<file path="config.mk">
export PLATFORM = sky130hd
export DESIGN_NAME = logic_gate_pipe
export DESIGN_NICKNAME = d
export VERILOG_FILES = /design/src/rtl/logic_gate_pipe.sv
export SDC_FILE = /design/constraint.sdc
export NUM_CORES = 1
export LEC_CHECK = 0
export BUFFER_PORTS_ARGS = -buffer_cell sky130_fd_sc_hd__buf_2
export CAP_MARGIN = 10
export CELL_PAD_IN_SITES_DETAIL_PLACEMENT = 1
export CELL_PAD_IN_SITES_GLOBAL_PLACEMENT = 1
export CORE_ASPECT_RATIO = 0.9
export CORE_MARGIN = 2
export CORE_UTILIZATION = 35
export CTS_CLUSTER_SIZE = 28
export DETAILED_ROUTE_END_ITERATION = 12
export HOLD_SLACK_MARGIN = 0.1
export PLACE_DENSITY = 0.79
export SYNTH_ARGS = -nofsm -noshare
export SYNTH_HDL_FRONTEND = slang
export SYNTH_SLANG_ARGS = --single-unit
</file>
<file path="constraint.sdc">
create_clock -name clk -period 2.51 [get_ports clk]
set_input_delay 0 -clock clk [delete_from_list [all_inputs] [get_ports clk]]
set_output_delay 0 -clock clk [all_outputs]
set_load 0.02 [all_outputs]
</file>
<file path="src/rtl/logic_gate_pipe.sv">
// CHANNELS parallel WIDTH-input gates with a run-time selectable function,
// a one-stage valid/ready output register and a saturating hit counter.
module logic_gate_pipe #(
  parameter int WIDTH    = 2,
  parameter int CHANNELS = 4
) (
  input  logic                      clk,
  input  logic                      rst,
  input  logic                      in_valid,
  output logic                      in_ready,
  input  logic [CHANNELS*WIDTH-1:0] in_data,
  input  logic [2:0]                mode,
  output logic                      out_valid,
  input  logic                      out_ready,
  output logic [CHANNELS-1:0]       out_data,
  input  logic                      cnt_clr,
  output logic [15:0]               hit_count
);

  localparam logic [2:0] MODE_AND  = 3'b000;
  localparam logic [2:0] MODE_OR   = 3'b001;
  localparam logic [2:0] MODE_XOR  = 3'b010;
  localparam logic [2:0] MODE_NAND = 3'b011;
  localparam logic [2:0] MODE_NOR  = 3'b100;
  localparam logic [2:0] MODE_XNOR = 3'b101;
  localparam logic [2:0] MODE_MAJ  = 3'b110;

  function automatic logic gate_eval(input logic [WIDTH-1:0] ops, input logic [2:0] fn);
    int pc;
    logic r;
    pc = 0;
    for (int i = 0; i < WIDTH; i++) pc = pc + int'(ops[i]);
    case (fn)
      MODE_AND:  r = &ops;
      MODE_OR:   r = |ops;
      MODE_XOR:  r = ^ops;
      MODE_NAND: r = ~&ops;
      MODE_NOR:  r = ~|ops;
      MODE_XNOR: r = ~^ops;
      // Strict majority: an even-WIDTH tie resolves to 0.
      MODE_MAJ:  r = (pc > WIDTH / 2);
      default:   r = ops[0];
    endcase
    return r;
  endfunction

  logic                out_valid_q, out_valid_d;
  logic [CHANNELS-1:0] out_data_q, out_data_d;
  logic [15:0]         hit_count_q, hit_count_d;
  logic [CHANNELS-1:0] result;
  logic                accept;

  assign in_ready = ~out_valid_q | out_ready;
  assign accept   = in_valid & in_ready;

  always_comb begin
    result = '0;
    for (int c = 0; c < CHANNELS; c++)
      result[c] = gate_eval(in_data[c*WIDTH +: WIDTH], mode);
  end

  always_comb begin
    out_valid_d = out_valid_q;
    out_data_d  = out_data_q;
    hit_count_d = hit_count_q;
    if (accept) begin
      out_valid_d = 1'b1;
      out_data_d  = result;
    end else if (out_ready) begin
      out_valid_d = 1'b0;
    end
    if (cnt_clr)
      hit_count_d = '0;
    else if (accept && (|result) && (hit_count_q != 16'hFFFF))
      hit_count_d = hit_count_q + 16'd1;
  end

  // Output register and counter stage
  always_ff @(posedge clk) begin
    if (rst) begin
      out_valid_q <= 1'b0;
      out_data_q  <= '0;
      hit_count_q <= '0;
    end else begin
      out_valid_q <= out_valid_d;
      out_data_q  <= out_data_d;
      hit_count_q <= hit_count_d;
    end
  end

  assign out_valid = out_valid_q;
  assign out_data  = out_data_q;
  assign hit_count = hit_count_q;

endmodule

</file>
==> results of run 1 <==
[power breakdown]
group	switching, mW	total, mW	internal [mW]
combinational	0.106	0.177	0.0717
clock	0.114	0.225	0.111
sequential	0.00382	0.344	0.340
total	0.224	0.746	0.523
[state kept, by name (all words and copies together) (netlist names)]
| signal | count |
|---|---|
| hit_count | 16 |
| out_valid | 1 |
| out_data | 4 |
[worst paths after layout]
kind	end	cells after the start	slack (ns)
setup / recovery	hit_count[13]	6	0.44
hold / removal	out_data[1]	3	0.11
setup reg to reg	hit_count[13]	6	0.44
hold reg to reg	out_data[0]	2	0.45
[cell usage after synthesis, types with 4 or more instances]
cell type   n
or4_1      11
and3_1      6
a21oi_1    20
buf_6       5
nand2b_1    5
nor4bb_1    5
o31ai_1    11
nor4_1      4
nand2_1    13
a31oi_1     6
ha_1        9
nand3_1    10
o211ai_1    4
dfxtp_1    21
inv_1      16
nor2_1      4
clkbuf_1    4
o21ai_1     5
[placed cells by master, fill, tap and decap left out, types with 4 or more instances in the layout]
master         instances
a21oi_1               20
a31oi_1                6
and3_1                 6
buf_2                 37
dfxtp_1               21
dlygate4sd3_1          4
ha_1                   9
inv_1                 16
nand2_1               13
nand2b_1               5
nand3_1               10
nor2_1                 4
nor4_1                 4
nor4bb_1               5
o211ai_1               4
o21ai_1                5
o31ai_1               11
or4_1                 11
[metrics by stage]
stage | cells | total power, mW
CTS | 295 | 0.757
detailed placement | 287 | 0.525
finish | 295 | 0.746
global placement | 287 | 0.520
global route | 295 | 0.789
floorplan | 198 | 0.481
[repair_timing]
item / 4_1_cts / 5_1_grt
buffers inserted: 0 / 0
endpoints found under the hold margin: 7 / 0
hold buffers: 4 / 0
[kinds of logic after synthesis]
| kind of cell | count (synthesis) | share of synthesized area [%] |
|---|---|---|
| flip-flops | 21 | 25.8 |
| adder cells (fa/ha/maj) | 9 | 6.91 |
| buffers and inverters | 30 | 9.98 |
| multiplexers | 2 | 1.30 |
| AO/OA/AOI/OAI | 55 | 23.6 |
| AND/OR/NAND/NOR | 81 | 32.4 |
[tightest hold or removal path: cells and delay by family]
family / cells / cell delay (ns)
AO/OA/AOI/OAI: 2 / 0.24
buffers and inverters: 1 / 0.10
[layout make-up]
class                           instances  area, um^2  share of cell area (%)
Inverter                               16        60.1                    3.13
Clock inverter                          1        5.00                   0.261
Multi-Input combinational cell        147        1050                    54.6
Tap cell                               62        77.6                    4.04
Timing Repair Buffer                   45         268                    14.0
Clock buffer                            3        41.3                    2.15
Sequential cell                        21         420                    21.9
[layer usage]
layer,up-vias,wire (um),GRT usage [%]
met5,-,0,0
met4,0,84,5.68
met3,9,106,2.08
met2,28,2050,30.8
met1,754,1910,18.9
li1,813,-,-
==> impl_metrics.env, run 1 <==
export IMPL_pre_cts_ws_ns=0.232
export IMPL_async_reset_ff_share_pct=0
export IMPL_clk_latency_ns=0.27
export IMPL_final_nets=259
export IMPL_p_leak_nw=0.763
export IMPL_start_kind="register"
export IMPL_powerDensity_mw_per_mm2=389
export IMPL_fill_cells=558
export IMPL_ys_types=44
export IMPL_cp_end_kind="register"
export IMPL_diodes=0
export IMPL_hold_slack_ns=0.115
export IMPL_overflow=0
export IMPL_drc_errors=0
export IMPL_ir_drop_v=0.000181
export IMPL_pin_count=38
export IMPL_syn_cell_area_mm2=0.00163
export IMPL_setup_viol=0
export IMPL_placed_cell_area_mm2=0.00183
export IMPL_die_y_um=68.7
export IMPL_die_area_mm2=0.00522
export IMPL_numCtsBuffers=3
export IMPL_gp_congestion=0.768
export IMPL_clock_skew_ns=0.0121
export IMPL_finalCritPeriodShare_pct=82.5
export IMPL_cts_htree_levels=1
export IMPL_hold_viol=0
export IMPL_cts_tree="yes"
export IMPL_drt_initial_drc_count=27
export IMPL_outcome="finished, final reports clean"
export IMPL_place_port_buffers=37
export IMPL_crit_type="register to register"
export IMPL_worst_ep_arrival_time_ns=2.26
export IMPL_utilization_pct=43.0
export IMPL_cts_resized_gates=0
export IMPL_synth_cells=198
export IMPL_crit_fanout=6
export IMPL_slew_viol_final=0
export IMPL_critPathMaxStageDelay_ns=0.53
export IMPL_syn_to_final_growth_pct=17.7
export IMPL_wl_per_cell_um=14.1
export IMPL_num_rows=23
export IMPL_synth_top_cell_area_share_pct=25.8
export IMPL_crit_buf_inv=0
export IMPL_worstPathCellList="nand3_1 -> or2_2 -> nor2_1 -> nand4_1 -> or4_1 -> a21oi_1"
export IMPL_grtUsageTotal_pct=16.0
export IMPL_hpwl_um=3190
export IMPL_drtAntennaViolNets=0
export IMPL_cap_violations=0
export IMPL_crit_slowest_cell="or4_1"
export IMPL_fin_area_mm2=0.00192
export IMPL_syn_nets=223
export IMPL_max_freq_mhz=483
export IMPL_tns_ns=0
export IMPL_r2r_start="hit_count[2]"
export IMPL_hp_class="input pin to register"
export IMPL_min_period_ns=2.07
export IMPL_ys_warn_count=0
export IMPL_ys_seq_elements=21
export IMPL_start_util_pct=36.5
export IMPL_synth_flop_cell="dfxtp_1"
export IMPL_crit_start="hit_count[2]"
export IMPL_first_pass_iters=4
export IMPL_synth_area_leader_cell="dfxtp_1"
export IMPL_clockRootBuffer="clkbuf_8"
export IMPL_die_w_um=75.9
export IMPL_via_per_inst=5.44
export IMPL_synth_edf_count=0
export IMPL_yosysSeqAreaShare_pct=25.8
export IMPL_cts_clk_slew_worst_paths_ns=0.08
export IMPL_clk_path_buf_depth=2
export IMPL_hp_start="in_data[2]"
export IMPL_rsz0062_at_grt="no"
export IMPL_vias=1604
export IMPL_coreArea_mm2=0.00446
export IMPL_syn_area_per_cell_um2=8.23
export IMPL_clock_sinks=21
export IMPL_cpLargestDelayFamily="simple AND/OR/NAND/NOR gates"
export IMPL_worst_pin_slew_ns=0.412
export IMPL_routed_wl_um=4150
export IMPL_grt_antenna_before_repair=0
export IMPL_first_global_vias=1553
export IMPL_required_ns=2.70
export IMPL_grt_start_max_net_pins=30
export IMPL_grt_pass1_wl_um=6910
export IMPL_drive_gt1_share_pct=24.5
export IMPL_max_slew_margin_pct=72.5
export IMPL_yosys_top_cells_area="dfxtp_1 (26%), ha_1 (6.9%), a21oi_1 (6.1%), o31ai_1 (5.1%), or4_1 (5.1%)"
export IMPL_setup_ws_ns=0.439
No activity file was read; power rests on OpenSTA's default activity.
==> inputs of run 2 (changes only) <==
PLACE_DENSITY = 0.82   (was 0.79)
clock period = 1.7 ns   (was 2.51 ns; I/O delays follow)
==> impl_metrics.env, run 2 (synthesis results as in run 1) <==
export IMPL_outcome="finished with violations"
export IMPL_violations="setup timing"
export IMPL_grtUsageMet3_pct=3.26
export IMPL_start_kind="input pin"
export IMPL_cts_htree_levels=1
export IMPL_die_y_um=68.7
export IMPL_pin_count=38
export IMPL_start_util_pct=36.5
export IMPL_critPathMaxStageDelay_ns=0.49
export IMPL_cap_violations=0
export IMPL_ir_drop_v=0.000257
export IMPL_crit_buf_inv=3
export IMPL_largest_register_ffs=16
export IMPL_first_global_vias=1933
export IMPL_coreArea_mm2=0.00446
export IMPL_cp_depth=11
export IMPL_p_leak_nw=1.15
export IMPL_max_slew_margin_pct=70.5
export IMPL_first_pass_iters=4
export IMPL_clk_latency_ns=0.28
export IMPL_routed_wl_um=7790
export IMPL_syn_to_final_growth_pct=73.2
export IMPL_final_common_cell="buf_4"
export IMPL_worstPathCellList="buf_8 -> inv_8 -> ha_4 -> nor2b_4 -> nor3b_2 -> o311ai_4 -> nor4_4 -> o21a_4 -> buf_12 -> or4_1 -> a21oi_1"
export IMPL_crit_type="input pin to register"
export IMPL_powerDensity_mw_per_mm2=484
export IMPL_wl_per_cell_um=22.3
export IMPL_grt_antenna_before_repair=0
export IMPL_final_nets=313
export IMPL_clock_skew_ns=0.00376
export IMPL_die_area_mm2=0.00522
export IMPL_setup_ws_ns=-0.291
export IMPL_setup_viol=16
export IMPL_crit_slowest_cell="or4_1"
export IMPL_fin_cells=349
export IMPL_place_inst=329
export IMPL_rr_worst_depth=9
export IMPL_r2r_start="hit_count[1]"
export IMPL_finalCritPeriodShare_pct=117
export IMPL_required_ns=1.91
export IMPL_pre_cts_ws_ns=-0.510
export IMPL_min_period_ns=1.99
export IMPL_gp_congestion=0.796
export IMPL_crit_start="in_data[0]"
export IMPL_crit_fanout=8
export IMPL_clk_path_buf_depth=2
export IMPL_numCtsBuffers=3
export IMPL_max_freq_mhz=502
export IMPL_die_w_um=75.9
export IMPL_mostFrequentLayoutCells="buf_4 (53), buf_2 (30), a21oi_1 (16)"
export IMPL_diodes=0
export IMPL_worst_ep_arrival_time_ns=2.20
export IMPL_grtUsageTotal_pct=22.3
export IMPL_cp_end_kind="register"
export IMPL_rsz0062_at_grt="yes"
export IMPL_use_met1_pct=27.3
export IMPL_hp_class="input pin to register"
export IMPL_whs_path_depth=4
export IMPL_drc_errors=0
export IMPL_met2_usage_pct=42.4
export IMPL_cts_clk_slew_worst_paths_ns=0.09
export IMPL_cts_tree="yes"
export IMPL_num_rows=23
export IMPL_grt_pass1_wl_um=9270
export IMPL_drt_initial_drc_count=93
export IMPL_drive_gt1_share_pct=59.6
export IMPL_hpwl_um=3980
export IMPL_slew_viol_final=0
export IMPL_hp_start="in_data[6]"
export IMPL_worst_pin_slew_ns=0.441
export IMPL_via_per_inst=5.85
export IMPL_hold_viol=0
export IMPL_overflow=0
export IMPL_vias=2043
export IMPL_clockRootBuffer="clkbuf_8"
export IMPL_clock_sinks=21
export IMPL_grt_start_max_net_pins=30
export IMPL_cpLargestDelayFamily="compound AO/OA/AOI/OAI gates"
export IMPL_gr_max_usage_layer="met2"
export IMPL_drtAntennaViolNets=0
export IMPL_place_port_buffers=37
## run 2: power by group
group          internal (mW)  switching, mW
registers              0.495        0.00721
clock network          0.165          0.200
logic                  0.237          0.263
## run 2: what timing repair did
item,in CTS,in global routing
endpoints found under the hold margin,7,0
hold buffers,4,0
endpoints found under the setup margin,16,16
pin swaps,5,19
gates cloned,1,3
setup buffers,4,4
gates resized for setup,18,52
## run 2: through the flow
| step | utilization (%) | hold WS [ns] | power, mW | cell area [um^2] | TNS [ns] |
|---|---|---|---|---|---|
| final | 63.3 | 0.251 | 1.37 | 2820 | -3.95 |
| after global routing | 63.3 | 0.282 | 1.42 | 2820 | -4.91 |
| after CTS | 55.7 | 0.199 | 1.22 | 2480 | -2.17 |
| after detailed placement | 51.5 | 0.269 | 0.849 | 2300 | -7.24 |
| after global placement | 51.5 | 0.256 | 0.834 | 2300 | -5.65 |
| after floorplan | - | 0.0691 | 0.727 | 1790 | -1.12 |
## run 2: path summary, 6_finish.rpt
path                                 endpoint  slack (ns)
worst max register to register  hit_count[11]       -0.22
worst min-delay path              out_data[3]        0.25
worst min register to register    out_data[0]        0.48
worst max-delay path             hit_count[8]       -0.29
## run 2: per-layer routing
| layer | routed length (um) | part of all wire [%] | vias up |
|---|---|---|---|
| met2 | 3990 | 51 | 71 |
| met5 | 0 | 0 | - |
| met4 | 155 | 2.0 | 0 |
| met3 | 314 | 4.0 | 17 |
| li1 | - | - | 930 |
| met1 | 3330 | 43 | 1025 |
## run 2: worst min-delay path: stages
cell      delay, ns
buf_8          0.08
buf_4          0.09
o211ai_1       0.13
a21oi_1        0.18
## run 2: area by class of cell
type / instances / area, um^2
multi-input cells: 147 / 1390
flip-flops and latches: 21 / 443
inverters: 16 / 90.1
well taps: 62 / 77.6
fillers: 514 / 1640
clock buffers: 3 / 41.3
clock inverters: 1 / 5.00
repair buffers: 99 / 776
==> inputs of run 3 (changes only) <==
TNS_END_PERCENT = 5   (was unset)
==> impl_metrics.env, run 3 (synthesis results as in run 1) <==
export IMPL_routed_wl_um=8440
export IMPL_start_kind="input pin"
export IMPL_met2_usage_pct=50.9
export IMPL_violations="setup timing"
export IMPL_hp_start="in_data[4]"
export IMPL_switching_share_pct=33.3
export IMPL_finalCritPeriodShare_pct=124
export IMPL_rsz0062_at_grt="yes"
export IMPL_gp_congestion=0.814
export IMPL_drive_gt1_share_pct=57.6
export IMPL_hp_class="input pin to register"
export IMPL_first_pass_iters=4
export IMPL_r2r_start="hit_count[0]"
export IMPL_p_leak_nw=1.17
export IMPL_utilization_pct=63.5
export IMPL_powerDensity_mw_per_mm2=488
export IMPL_overflow=0
export IMPL_pin_count=38
export IMPL_grtUsageTotal_pct=25.4
export IMPL_power_switching_mw=0.461
export IMPL_first_global_vias=2027
export IMPL_worstPathCellList="buf_2 -> inv_2 -> ha_1 -> nor3b_1 -> o21ai_1 -> a41oi_2 -> a2111oi_4 -> o21a_4 -> clkbuf_16 -> or4_4 -> a21oi_2"
export IMPL_num_rows=23
export IMPL_coreArea_mm2=0.00446
export IMPL_clk_path_buf_depth=2
export IMPL_worst_ep_arrival_time_ns=2.30
export IMPL_cpLargestDelayFamily="compound AO/OA/AOI/OAI gates"
export IMPL_whs_path_depth=4
export IMPL_numCtsBuffers=3
export IMPL_hold_viol=0
export IMPL_clock_skew_ns=0.00465
export IMPL_via_per_inst=5.96
export IMPL_p_total_mw=1.38
export IMPL_power_frac_comb_pct=37.9
export IMPL_tns_ns=-5.57
export IMPL_fill_cells=509
export IMPL_cts_tree="yes"
export IMPL_max_freq_mhz=476
export IMPL_min_period_ns=2.10
export IMPL_vias=2105
export IMPL_cap_violations=0
export IMPL_place_port_buffers=37
export IMPL_hold_path_endpoint="out_data[2]"
export IMPL_cts_clk_slew_worst_paths_ns=0.09
export IMPL_cts_htree_levels=1
export IMPL_ff2ff_setup_slack_ns=-0.33
export IMPL_clockRootBuffer="clkbuf_8"
export IMPL_cp_end_kind="register"
export IMPL_slew_viol_final=0
export IMPL_final_common_cell="buf_4"
export IMPL_pre_cts_ws_ns=-0.565
export IMPL_crit_fanout=6
export IMPL_setup_viol=16
export IMPL_syn_to_final_growth_pct=73.8
export IMPL_setup_ws_ns=-0.402
export IMPL_use_met1_pct=29.4
export IMPL_rr_worst_depth=9
export IMPL_multiInputGateArea_mm2=0.00135
export IMPL_wl_per_cell_um=23.9
export IMPL_timing_rr_end="hit_count[7]"
export IMPL_die_y_um=68.7
export IMPL_clock_sinks=21
export IMPL_max_slew_margin_pct=71.7
export IMPL_clkPwrFrac_pct=25.3
export IMPL_required_ns=1.90
export IMPL_ir_drop_v=0.000297
export IMPL_grt_start_max_net_pins=27
export IMPL_drt_initial_drc_count=171
export IMPL_die_area_mm2=0.00522
export IMPL_grtUsageMet3_pct=3.91
export IMPL_hpwl_um=4310
export IMPL_grt_pass1_wl_um=10400
export IMPL_worst_pin_slew_ns=0.423
export IMPL_crit_type="input pin to register"
export IMPL_grt_antenna_before_repair=1
export IMPL_drc_errors=0
export IMPL_critPathMaxStageDelay_ns=0.51
export IMPL_start_util_pct=36.5
export IMPL_crit_slowest_cell="or4_4"
export IMPL_largest_register_ffs=16
export IMPL_clk_latency_ns=0.27
export IMPL_p_int_mw=0.922
export IMPL_outcome="finished with violations"
export IMPL_regArea_um2=430
export IMPL_gr_max_usage_layer="met2"
export IMPL_crit_buf_inv=3
export IMPL_final_nets=316
export IMPL_mostFrequentLayoutCells="buf_4 (53), buf_2 (30), a21oi_1 (15)"
export IMPL_drtAntennaViolNets=0
export IMPL_die_w_um=75.9
export IMPL_seqPwrFrac_pct=36.9
[run 3: cell types whose count changed in the layout (fill, tap and decap cells not counted), sizes merged]
| cell | previous run | this run |
|---|---|---|
| buf | 92 | 95 |
| bufbuf | 0 | 1 |
| clkbuf | 6 | 5 |
| diode | 0 | 1 |
[run 3: layout make-up]
| type | instances | share of cell area [%] |
|---|---|---|
| Inverter | 16 | 2.65 |
| Sequential cell | 21 | 15.2 |
| Clock inverter | 1 | 0.177 |
| Multi-Input combinational cell | 147 | 47.5 |
| Antenna cell | 1 | 0.0883 |
| Clock buffer | 3 | 1.46 |
| Timing Repair Buffer | 102 | 30.2 |
| Tap cell | 62 | 2.74 |
[run 3: per-stage QoR]
step | hold slack [ns] | area [um^2] | std cells
4_1_cts | 0.200 | 2560 | 348
5_1_grt | 0.245 | 2830 | 353
3_3_place_gp | 0.255 | 2330 | 338
2_1_floorplan | 0.0691 | 1710 | 198
3_5_place_dp | 0.261 | 2330 | 338
6_report | 0.234 | 2830 | 353
[run 3: worst register-to-register path, delay by kind of cell (launching register included)]
family                   cells  cell delay [ns]
flip-flops                   1             0.36
AO/OA/AOI/OAI                1             0.17
AND/OR/NAND/NOR              6             1.05
adder cells (fa/ha/maj)      1             0.20
buffers and inverters        1             0.17
[run 3: repair_timing]
action,CTS,global route
setup endpoints to repair,16,16
hold buffers,4,0
pin swaps,10,20
buffers inserted,1,2
hold endpoints to repair,7,0
cloned,1,2
gates resized for setup,20,44
[run 3: power by group through the flow]
stage	registers [mW]	logic [mW]	clock network, mW
6_report	0.510	0.524	0.350
5_1_grt	0.511	0.545	0.375
4_1_cts	0.509	0.400	0.352
3_5_place_dp	0.521	0.344	0
3_3_place_gp	0.520	0.328	0
2_1_floorplan	0.533	0.193	0
[run 3: how the worst max path moves through the flow]
| stage | start | end | slack (ns) | cells past startpoint |
|---|---|---|---|---|
| global route | in_data[2] | hit_count[4] | -0.45 | 11 |
| global placement | in_data[6] | hit_count[7] | -0.45 | 12 |
| floorplan | in_data[0] | hit_count[8] | -0.14 | 10 |
| CTS | hit_count[0] | hit_count[14] | -0.22 | 9 |
| detailed placement | in_data[0] | hit_count[8] | -0.56 | 11 |
| finish | in_data[2] | hit_count[8] | -0.40 | 11 |
[run 3: layer usage]
metal | wire, um | share of wire [%]
met1 | 3330 | 39
met2 | 4400 | 52
met3 | 339 | 4.0
met4 | 371 | 4.4
met5 | 0 | 0
